**src/rtl/sh_frt_pkg.sv**
```systemverilog
// Shared definitions for the SH free-running timer: register offsets, CTRL/STAT
// layouts, clock-select encodings and byte-enable helpers.
`timescale 1ns/1ps
package sh_frt_pkg;

    localparam logic [5:0] OFF_CTRL = 6'h00;
    localparam logic [5:0] OFF_STAT = 6'h04;
    localparam logic [5:0] OFF_IER  = 6'h08;
    localparam logic [5:0] OFF_CNT  = 6'h0C;
    localparam logic [5:0] OFF_OCR0 = 6'h10;
    localparam logic [5:0] OFF_OLVL = 6'h20;
    localparam logic [5:0] OFF_ICR0 = 6'h30;

    localparam logic [1:0] CKS_DIV8   = 2'd0;
    localparam logic [1:0] CKS_DIV32  = 2'd1;
    localparam logic [1:0] CKS_DIV128 = 2'd2;
    localparam logic [1:0] CKS_FTCI   = 2'd3;

    typedef struct packed {
        logic [15:0] rsvd_hi;
        logic [7:0]  iedg;
        logic [3:0]  rsvd_lo;
        logic        run;
        logic        cclr;
        logic [1:0]  cks;
    } CTRL_t;

    // Also used for IER, which shares the STAT bit positions.
    typedef struct packed {
        logic [7:0]  icovr;
        logic [6:0]  rsvd;
        logic        ovf;
        logic [7:0]  icf;
        logic [7:0]  ocf;
    } STAT_t;

    localparam CTRL_t CTRL_RST = '0;
    localparam STAT_t STAT_RST = '0;

    function automatic logic [31:0] be_mask(input logic [3:0] ba);
        return {{8{ba[3]}}, {8{ba[2]}}, {8{ba[1]}}, {8{ba[0]}}};
    endfunction

    function automatic logic [31:0] be_merge(input logic [31:0] old_word,
                                             input logic [31:0] di,
                                             input logic [3:0]  ba);
        logic [31:0] m;
        m = be_mask(ba);
        return (old_word & ~m) | (di & m);
    endfunction

endpackage

```
**src/rtl/sh_frt_gen_if.sv**
```systemverilog
// IBUS register-bus bundle between the core (master) and the timer (slave).
`timescale 1ns/1ps
interface sh_frt_gen_if;
    logic [31:0] ibus_a;
    logic [31:0] ibus_di;
    logic [3:0]  ibus_ba;
    logic        ibus_we;
    logic        ibus_req;
    logic [31:0] ibus_do;
    logic        ibus_busy;
    logic        ibus_act;

    modport master (output ibus_a, ibus_di, ibus_ba, ibus_we, ibus_req,
                    input  ibus_do, ibus_busy, ibus_act);
    modport slave  (input  ibus_a, ibus_di, ibus_ba, ibus_we, ibus_req,
                    output ibus_do, ibus_busy, ibus_act);
endinterface

```
**src/rtl/sh_frt_capture.sv**
```systemverilog
// One input-capture channel: 2-flop sync, optional 3-sample glitch filter
// (FRT_IC_FILTER_EN), selected-edge detect, ICR/ICF/ICOVR.
`timescale 1ns/1ps
module sh_frt_capture
    import sh_frt_pkg::*;
#(
    parameter int CNT_W = 16
) (
    input  logic             CLK,
    input  logic             RST,
    input  logic             CE,
    input  logic             fti,
    input  logic             iedg,
    input  logic [CNT_W-1:0] cnt,
    input  logic             icf_clr,
    input  logic             icovr_clr,
    output logic [CNT_W-1:0] icr,
    output logic             icf,
    output logic             icovr
);

    logic             sync1_reg, sync2_reg, level_reg;
    logic [CNT_W-1:0] icr_reg;
    logic             icf_reg, icovr_reg;
    logic             stable, edge_det;

`ifdef FRT_IC_FILTER_EN
    logic hist1_reg, hist2_reg;
    // The level is accepted only once three consecutive samples agree.
    assign stable = (sync2_reg == hist1_reg) && (sync2_reg == hist2_reg);
`else
    assign stable = 1'b1;
`endif

    assign edge_det = stable && (sync2_reg != level_reg) && (sync2_reg == iedg);

    always_ff @(posedge CLK) begin
        if (RST) begin
            sync1_reg <= 1'b0;
            sync2_reg <= 1'b0;
            level_reg <= 1'b0;
            icr_reg   <= '0;
            icf_reg   <= 1'b0;
            icovr_reg <= 1'b0;
`ifdef FRT_IC_FILTER_EN
            hist1_reg <= 1'b0;
            hist2_reg <= 1'b0;
`endif
        end else if (CE) begin
            sync1_reg <= fti;
            sync2_reg <= sync1_reg;
`ifdef FRT_IC_FILTER_EN
            hist1_reg <= sync2_reg;
            hist2_reg <= hist1_reg;
`endif
            if (stable)
                level_reg <= sync2_reg;
            if (edge_det)
                icr_reg <= cnt;
            icf_reg   <= edge_det | (icf_reg & ~icf_clr);
            icovr_reg <= (edge_det & icf_reg) | (icovr_reg & ~icovr_clr);
        end
    end

    assign icr   = icr_reg;
    assign icf   = icf_reg;
    assign icovr = icovr_reg;

endmodule

```
**src/rtl/sh_frt_gen.sv**
```systemverilog
// Free-running timer with output compare and input capture on IBUS.
// Build option FRT_IC_FILTER_EN adds a glitch filter to every capture input.
`timescale 1ns/1ps
module sh_frt_gen
    import sh_frt_pkg::*;
#(
    parameter int          CNT_W = 16,
    parameter int          OC_N  = 2,
    parameter int          IC_N  = 1,
    parameter logic [31:0] BASE  = 32'hFFFFFE10
) (
    input  logic            CLK,
    input  logic            RST,
    input  logic            CE,
    input  logic            CLK8_CE,
    input  logic            CLK32_CE,
    input  logic            CLK128_CE,
    input  logic            FTCI,
    input  logic [IC_N-1:0] FTI,
    output logic [OC_N-1:0] FTO,
    sh_frt_gen_if.slave     ibus,
    output logic [OC_N-1:0] OC_IRQ,
    output logic [IC_N-1:0] IC_IRQ,
    output logic            OV_IRQ
);

    localparam logic [7:0] IC_MASK = 8'((1 << IC_N) - 1);

    logic [31:0] rel_addr, w1c, rd_word;
    logic [5:0]  off;
    logic        hit, wr, rd;

    CTRL_t            ctrl_reg, ctrl_clean;
    logic [OC_N-1:0]  ocie_reg, olvl_reg;
    logic [IC_N-1:0]  icie_reg;
    logic             ovie_reg, ovf_reg;
    logic [CNT_W-1:0] cnt_reg;
    logic [2:0]       ftci_sync_reg;
    logic [31:0]      rdata_reg;

    logic [CNT_W-1:0] ocr_arr [OC_N];
    logic [OC_N-1:0]  ocf_vec, fto_vec;
    logic [CNT_W-1:0] icr_arr [IC_N];
    logic [IC_N-1:0]  icf_vec, icovr_vec;

    STAT_t       stat_word, ier_word;
    logic [31:0] ctrl_new, ier_new, olvl_new, cnt_new;
    logic        ftci_rise, sel_ce, tick, clr_match;
    logic        unused_bits;

    // Window may start on any word boundary, so decode relative to BASE.
    assign rel_addr       = ibus.ibus_a - BASE;
    assign ibus.ibus_act  = (rel_addr[31:6] == 26'd0);
    assign ibus.ibus_busy = 1'b0;
    assign ibus.ibus_do   = rdata_reg;
    assign off            = {rel_addr[5:2], 2'b00};
    assign hit            = ibus.ibus_req & ibus.ibus_act;
    assign wr             = hit & ibus.ibus_we;
    assign rd             = hit & ~ibus.ibus_we;
    assign w1c = (wr && off == OFF_STAT) ? (ibus.ibus_di & be_mask(ibus.ibus_ba)) : 32'd0;

    assign ftci_rise = ftci_sync_reg[1] & ~ftci_sync_reg[2];

    always_comb begin
        sel_ce = CLK8_CE;
        case (ctrl_reg.cks)
            CKS_DIV8:   sel_ce = CLK8_CE;
            CKS_DIV32:  sel_ce = CLK32_CE;
            CKS_DIV128: sel_ce = CLK128_CE;
            CKS_FTCI:   sel_ce = ftci_rise;
            default:    sel_ce = CLK8_CE;
        endcase
    end

    assign tick      = CE & ctrl_reg.run & sel_ce;
    assign clr_match = ctrl_reg.cclr && (cnt_reg == ocr_arr[0]);

    always_comb begin
        stat_word       = STAT_RST;
        stat_word.ocf   = 8'(ocf_vec);
        stat_word.icf   = 8'(icf_vec);
        stat_word.ovf   = ovf_reg;
        stat_word.icovr = 8'(icovr_vec);
        ier_word        = STAT_RST;
        ier_word.ocf    = 8'(ocie_reg);
        ier_word.icf    = 8'(icie_reg);
        ier_word.ovf    = ovie_reg;
    end

    assign ctrl_new = be_merge(ctrl_reg, ibus.ibus_di, ibus.ibus_ba);
    assign ier_new  = be_merge(ier_word, ibus.ibus_di, ibus.ibus_ba);
    assign olvl_new = be_merge(32'(olvl_reg), ibus.ibus_di, ibus.ibus_ba);
    assign cnt_new  = be_merge(32'(cnt_reg), ibus.ibus_di, ibus.ibus_ba);

    always_comb begin
        ctrl_clean         = CTRL_t'(ctrl_new);
        ctrl_clean.rsvd_hi = '0;
        ctrl_clean.rsvd_lo = '0;
        ctrl_clean.iedg    = ctrl_clean.iedg & IC_MASK;
    end

    always_comb begin
        rd_word = 32'd0;
        case (off)
            OFF_CTRL: rd_word = ctrl_reg;
            OFF_STAT: rd_word = stat_word;
            OFF_IER:  rd_word = ier_word;
            OFF_CNT:  rd_word = 32'(cnt_reg);
            OFF_OLVL: rd_word = 32'(olvl_reg);
            default:  rd_word = 32'd0;
        endcase
        for (int k = 0; k < OC_N; k++)
            if (off == OFF_OCR0 + 6'(4 * k)) rd_word = 32'(ocr_arr[k]);
        for (int k = 0; k < IC_N; k++)
            if (off == OFF_ICR0 + 6'(4 * k)) rd_word = 32'(icr_arr[k]);
    end

    always_ff @(posedge CLK) begin
        if (RST) begin
            ctrl_reg      <= CTRL_RST;
            ocie_reg      <= '0;
            icie_reg      <= '0;
            ovie_reg      <= 1'b0;
            olvl_reg      <= '0;
            cnt_reg       <= '0;
            ovf_reg       <= 1'b0;
            ftci_sync_reg <= '0;
            rdata_reg     <= 32'd0;
        end else if (CE) begin
            ftci_sync_reg <= {ftci_sync_reg[1:0], FTCI};
            if (wr && off == OFF_CTRL)
                ctrl_reg <= ctrl_clean;
            if (wr && off == OFF_IER) begin
                ocie_reg <= ier_new[OC_N-1:0];
                icie_reg <= ier_new[8 +: IC_N];
                ovie_reg <= ier_new[16];
            end
            if (wr && off == OFF_OLVL)
                olvl_reg <= olvl_new[OC_N-1:0];
            // A software write to CNT takes priority over the tick.
            if (wr && off == OFF_CNT)
                cnt_reg <= cnt_new[CNT_W-1:0];
            else if (tick)
                cnt_reg <= clr_match ? '0 : cnt_reg + CNT_W'(1);
            ovf_reg <= (tick & (&cnt_reg)) | (ovf_reg & ~w1c[16]);
            if (rd)
                rdata_reg <= rd_word;
        end
    end

    for (genvar gi = 0; gi < OC_N; gi++) begin : g_oc
        logic [CNT_W-1:0] ocr_reg;
        logic             ocf_reg, fto_reg, ocr_wr, match;
        logic [31:0]      ocr_new;
        logic             unused_ocr;

        assign ocr_wr     = wr && (off == OFF_OCR0 + 6'(4 * gi));
        assign ocr_new    = be_merge(32'(ocr_reg), ibus.ibus_di, ibus.ibus_ba);
        assign unused_ocr = ^ocr_new;
        // Compare uses the registered OCR, so a same-cycle write cannot match.
        assign match      = tick && (cnt_reg == ocr_reg);

        always_ff @(posedge CLK) begin
            if (RST) begin
                ocr_reg <= '0;
                ocf_reg <= 1'b0;
                fto_reg <= 1'b0;
            end else if (CE) begin
                if (ocr_wr)
                    ocr_reg <= ocr_new[CNT_W-1:0];
                ocf_reg <= match | (ocf_reg & ~w1c[gi]);
                if (match)
                    fto_reg <= olvl_reg[gi];
            end
        end

        assign ocr_arr[gi] = ocr_reg;
        assign ocf_vec[gi] = ocf_reg;
        assign fto_vec[gi] = fto_reg;
    end

    for (genvar gi = 0; gi < IC_N; gi++) begin : g_ic
        sh_frt_capture #(.CNT_W(CNT_W)) u_cap (
            .CLK       (CLK),
            .RST       (RST),
            .CE        (CE),
            .fti       (FTI[gi]),
            .iedg      (ctrl_reg.iedg[gi]),
            .cnt       (cnt_reg),
            .icf_clr   (w1c[8 + gi]),
            .icovr_clr (w1c[24 + gi]),
            .icr       (icr_arr[gi]),
            .icf       (icf_vec[gi]),
            .icovr     (icovr_vec[gi])
        );
    end

    assign FTO    = fto_vec;
    assign OC_IRQ = ocf_vec & ocie_reg;
    assign IC_IRQ = icf_vec & icie_reg;
    assign OV_IRQ = ovf_reg & ovie_reg;

    assign unused_bits = ^{rel_addr[1:0], ier_new, olvl_new, cnt_new, w1c};

endmodule
```
**src/flat_wrapper.sv**
```systemverilog
// flat-port wrapper written by rule: the top's interface ports become plain ports
module sh_frt_gen_flat import sh_frt_pkg::*;
#(
    parameter int          CNT_W = 16,
    parameter int          OC_N  = 2,
    parameter int          IC_N  = 1,
    parameter logic [31:0] BASE  = 32'hFFFFFE10
)
  (CLK, RST, CE, CLK8_CE, CLK32_CE, CLK128_CE, FTCI, FTI, FTO, OC_IRQ, IC_IRQ, OV_IRQ, ibus_ibus_a, ibus_ibus_di, ibus_ibus_ba, ibus_ibus_we, ibus_ibus_req, ibus_ibus_do, ibus_ibus_busy, ibus_ibus_act);
  sh_frt_gen_if ibus_i ();
  input  logic CLK;
  input  logic RST;
  input  logic CE;
  input  logic CLK8_CE;
  input  logic CLK32_CE;
  input  logic CLK128_CE;
  input  logic FTCI;
  input  logic [IC_N-1:0] FTI;
  output logic [OC_N-1:0] FTO;
  output logic [OC_N-1:0] OC_IRQ;
  output logic [IC_N-1:0] IC_IRQ;
  output logic OV_IRQ;
  input wire logic [$bits(ibus_i.ibus_a)-1:0] ibus_ibus_a;
  input wire logic [$bits(ibus_i.ibus_di)-1:0] ibus_ibus_di;
  input wire logic [$bits(ibus_i.ibus_ba)-1:0] ibus_ibus_ba;
  input wire logic [$bits(ibus_i.ibus_we)-1:0] ibus_ibus_we;
  input wire logic [$bits(ibus_i.ibus_req)-1:0] ibus_ibus_req;
  output wire logic [$bits(ibus_i.ibus_do)-1:0] ibus_ibus_do;
  output wire logic [$bits(ibus_i.ibus_busy)-1:0] ibus_ibus_busy;
  output wire logic [$bits(ibus_i.ibus_act)-1:0] ibus_ibus_act;
  assign ibus_i.ibus_a = ibus_ibus_a;
  assign ibus_i.ibus_di = ibus_ibus_di;
  assign ibus_i.ibus_ba = ibus_ibus_ba;
  assign ibus_i.ibus_we = ibus_ibus_we;
  assign ibus_i.ibus_req = ibus_ibus_req;
  assign ibus_ibus_do = ibus_i.ibus_do;
  assign ibus_ibus_busy = ibus_i.ibus_busy;
  assign ibus_ibus_act = ibus_i.ibus_act;
  sh_frt_gen #(.CNT_W(CNT_W), .OC_N(OC_N), .IC_N(IC_N), .BASE(BASE)) u_core (.CLK(CLK), .RST(RST), .CE(CE), .CLK8_CE(CLK8_CE), .CLK32_CE(CLK32_CE), .CLK128_CE(CLK128_CE), .FTCI(FTCI), .FTI(FTI), .FTO(FTO), .ibus(ibus_i), .OC_IRQ(OC_IRQ), .IC_IRQ(IC_IRQ), .OV_IRQ(OV_IRQ));
endmodule
```
**config.mk**
```make
export PLATFORM = sky130hd
export DESIGN_NAME = sh_frt_gen_flat
export DESIGN_NICKNAME = d
export VERILOG_FILES = /design/src/rtl/sh_frt_pkg.sv /design/src/rtl/sh_frt_gen_if.sv /design/src/rtl/sh_frt_capture.sv /design/src/rtl/sh_frt_gen.sv /design/src/flat_wrapper.sv
export SDC_FILE = /design/constraint.sdc
export NUM_CORES = 1
export LEC_CHECK = 0
export ABC_CLOCK_PERIOD_IN_PS = 7190
export BUFFER_PORTS_ARGS = -buffer_cell sky130_fd_sc_hd__buf_2
export CORE_AREA = 2 2 132 134
export CTS_CLUSTER_DIAMETER = 200
export DETAILED_ROUTE_END_ITERATION = 10
export DIE_AREA = 0 0 134 136
export PLACE_DENSITY = 0.63
export SLEW_MARGIN = 10
export SYNTH_ARGS = -nofsm -noshare
export SYNTH_HDL_FRONTEND = slang
export SYNTH_HIERARCHICAL = 1
export SYNTH_SLANG_ARGS = --single-unit
export TNS_END_PERCENT = 10
```
**constraint.sdc**
```tcl
create_clock -name CLK -period 7.19 [get_ports CLK]
set_clock_uncertainty 0.2 [all_clocks]
set_input_delay 1.0785 -clock CLK [delete_from_list [all_inputs] [get_ports CLK]]
set_output_delay 1.0785 -clock CLK [all_outputs]
set_load 0.02 [all_outputs]
```
==> impl_metrics.csv <==
group,metric,value,unit
floorplan,floorplan.initialDensity,39.22,%
final_layout,layout.cells.most_common_list,"106 x dfxtp_1, 85 x buf_2, 81 x mux2i_1",
worst_setup_path,rr_worst_depth,8,
global_route,grt_use_total,19.90,%
timing,clock.fmax,197.2,MHz
clock_tree,clkTransAtPathRegs,0.07,ns
yosys,synth_seq_area_share,32.06,%
detailed_routing,drt_iter0_drc,395,
placed_design,pre_cts_ws,2.148,ns
floorplan,core-area,16880,um^2
floorplan,chipHeight,136,um
timing,report.final.hold_viol_count,0,
clock_tree,hold_buffers,0,
placed_design,placed_cell_area,7019,um^2
floorplan,floorplan.rows,48,
clock_tree,clock_sink_count,106,
timing,minimum_clock_period_after_layout,5.072,ns
worst_setup_path,worstPathCellList,"buf_2 -> nor4_4 -> a2111oi_1 -> a31oi_1 -> or4b_4 -> nor2_1 -> buf_2",
worst_setup_path,worst-path-buf-inv,2,
worst_setup_path,start_kind,"input pin",
worst_hold_path,worstHoldEndpoint,"u_core/ibus.ibus_do[24]$_SDFFE_PP0P_",
worst_setup_path,setup.reg_to_reg.worst_slack,3.86,ns
placed_design,post-dp-hpwl,13020,um
detailed_routing,drc_errors,0,
worst_setup_path,setup.worst_path.class,"in -> out",
timing,fin_setup_tns,0,ns
worst_hold_path,min_from,"u_core/ibus.ibus_do[24]$_SDFFE_PP0P_",
yosys,synth_enable_flop_cells,0,
clock_tree,cts.repair.resized,0,
clock_tree,cts-root-to-sink-buffers,2,
worst_setup_path,crit_path_max_fanout,21,
detailed_routing,dr_total_vias,5757,
global_route,grt_overflow,0,
final_layout,layout.cells.most_common,"dfxtp_1",
timing,relSlewSlack,20.83,%
worst_setup_path,critical_path.max_stage_delay,0.75,ns
yosys,top_ff_cell_synth,"dfxtp_1",
global_route,number_of_antenna_violations_at_the_first_check_in_global_routing,0,
worst_setup_path,arrival,3.79,ns
clock_tree,cell_at_the_root_of_the_clock_tree,"clkbuf_16",
clock_tree,h-tree-depth,3,
worst_setup_path,end_kind,"primary output",
detailed_routing,drt_first_pass_iters,5,
global_route,grt_start_max_net_pins,107,
pwr,ir_drop,0.1244,mV
worst_setup_path,slowest_cp_cell,"a2111oi_1",
yosys,yosys_warn_count,6,
yosys,synth_area,6619,um^2
global_route,wire_length_of_the_first_global_routing_pass,28580,um
detailed_routing,route.detailed.wl_per_inst,16.86,um
clock_tree,clk_latency,0.36,ns
floorplan,die_area,18220,um^2
worst_setup_path,critPathRequiredTime,5.91,ns
detailed_routing,vias_per_cell,5.478,
yosys,async_flop_share,0,%
worst_setup_path,critPathTopFamily,"compound AO/OA/AOI/OAI gates",
final_layout,final_layout_size_suffix_gt1_share,15.86,%
timing,timing_max_transition_violations_final,0,
status,status,"finished, final reports clean",
yosys,synthesis.instances,780,
detailed_routing,ant_nets,0,
floorplan,io_pins,118,
clock_tree,clock_tree_from_tritoncts,"done",
worst_hold_path,hold_path_class,"reg -> reg",
yosys,syn-mean-instance-area,8.486,um^2
clock_tree,total_clock_buffers_created_by_cts,9,
yosys,synthDistinctLibCells,70,
yosys,ys_ff_latch,106,
final_layout,syn2layout_area_growth,10.62,%
clock_tree,postCtsSetupRepairBufs,0,
timing,minimum_setup_slack_in_the_final_design,2.118,ns
timing,worst-slew-pin-transition,1.188,ns
worst_hold_path,holdPathStages,2,
timing,final.period_utilization,70.54,%
worst_setup_path,cp_common_cell,"buf_2",
placed_design,globalplace.congestion,0.9749,
global_route,via_count_of_the_first_global_routing_pass,5291,
pwr,p_leak,2.796,nW
timing,setup-violations-final,0,
placed_design,place.port_buffers,86,
floorplan,die_x,134,um
final_layout,antenna_cells,0,
detailed_routing,wirelength,17720,um
timing,setup_repair_after_global_routing_missed_its_margin,"no",
pwr,power.density,164.4,nW/um^2
final_layout,final_area,7322,um^2
job,cap_viol_max_count,0,
final_layout,nets,900,
## cells in the mapped netlist (all sizes together) (2+ instances only)
| cell type | number | share of area [%] |
|---|---|---|
| clkbuf | 42 | 2.4 |
| o2111ai | 2 | 0.36 |
| xnor2 | 19 | 2.5 |
| o211ai | 12 | 1.4 |
| a21boi | 2 | 0.23 |
| nor3 | 11 | 0.91 |
| a211o | 4 | 0.53 |
| or4 | 2 | 0.28 |
| a22oi | 3 | 0.34 |
| mux2 | 7 | 1.2 |
| xor2 | 25 | 3.3 |
| nand2 | 63 | 3.6 |
| a22o | 19 | 2.5 |
| nor3b | 2 | 0.40 |
| nand2b | 45 | 4.3 |
| a2111oi | 4 | 0.83 |
| a31oi | 3 | 0.28 |
| o2bb2ai | 9 | 1.3 |
| nand4 | 16 | 1.6 |
| o21ai | 22 | 1.7 |
| o31ai | 3 | 0.62 |
| mux2i | 81 | 12 |
| nor2b | 18 | 1.7 |
| a21oi | 28 | 2.2 |
| buf | 31 | 3.6 |
| nand3 | 27 | 2.0 |
| or2 | 2 | 0.19 |
| o21a | 2 | 0.23 |
| a211oi | 19 | 2.2 |
| o41ai | 2 | 0.26 |
| inv | 8 | 0.45 |
| and4 | 2 | 0.26 |
| and2 | 16 | 1.5 |
| dfxtp | 106 | 32 |
| o21ba | 2 | 0.30 |
| or3 | 4 | 0.38 |
| nand3b | 3 | 0.34 |
| nor4 | 15 | 2.6 |
| nor2 | 79 | 4.5 |
| a221oi | 5 | 0.66 |
| and3 | 7 | 0.66 |
## how the worst max path moves through the flow
stage / endpoint / start / slack, ns / cells past startpoint
global route: ibus_ibus_act / ibus_ibus_a[5] / 1.97 / 7
detailed placement: ibus_ibus_act / ibus_ibus_a[5] / 2.15 / 7
finish: ibus_ibus_act / ibus_ibus_a[5] / 2.12 / 7
CTS: ibus_ibus_act / ibus_ibus_a[5] / 2.13 / 7
floorplan: ibus_ibus_act / ibus_ibus_a[4] / 2.73 / 7
global placement: ibus_ibus_act / ibus_ibus_a[5] / 2.15 / 7
## kinds of logic (layout without fill, tap and decap cells)
kind of cell	Yosys count	count (layout)	synth area share (%)
xor+xnor	44	44	5.822
flops	106	106	32.06
buf+inv	81	113	6.427
simple gates	317	317	26.05
compound gates	142	142	15.95
mux	88	88	13.44
fa+ha+maj	1	1	0.1890
other cells	1	15	0.05666
## routing by layer
| layer | vias to the layer above | GRT usage [%] | wire length, um |
|---|---|---|---|
| li1 | 2820 | - | - |
| met1 | 2730 | 28.15 | 8448 |
| met3 | 36 | 3.207 | 957 |
| met5 | - | 0 | 0 |
| met2 | 171 | 29.89 | 7744 |
| met4 | 0 | 8.511 | 565 |
## metrics by stage
stage                     utilization [%]  total power, mW  hold slack [ns]  instances
final                               43.39            1.204           0.2477       1051
after detailed placement            41.59           0.7056           0.2421       1035
after global routing                43.39            1.249           0.2748       1051
after floorplan                         -           0.6700           0.2367        794
after global placement              41.59           0.7054           0.2374       1035
after CTS                           43.39            1.218           0.2514       1051
## layout make-up
type | count | area [um^2]
Clock inverter | 6 | 73.82
Sequential cell | 106 | 2122
Inverter | 8 | 30.03
Tap cell | 225 | 281.5
Fill cell | 1725 | 9554
Timing Repair Buffer | 89 | 455.4
Multi-Input combinational cell | 607 | 4130
Clock buffer | 10 | 229.0
## report_power, final
group	switching (mW)	leakage, nW	internal (mW)
clock	0.236	0.142	0.275
sequential	0.000916	0.854	0.588
combinational	0.0697	1.80	0.0346
## worst min-delay path: stages (launching register included)
cell     delay [ns]
dfxtp_1        0.31
nand2_1        0.05
a21oi_1        0.05
(Power assumes the default switching activity.)
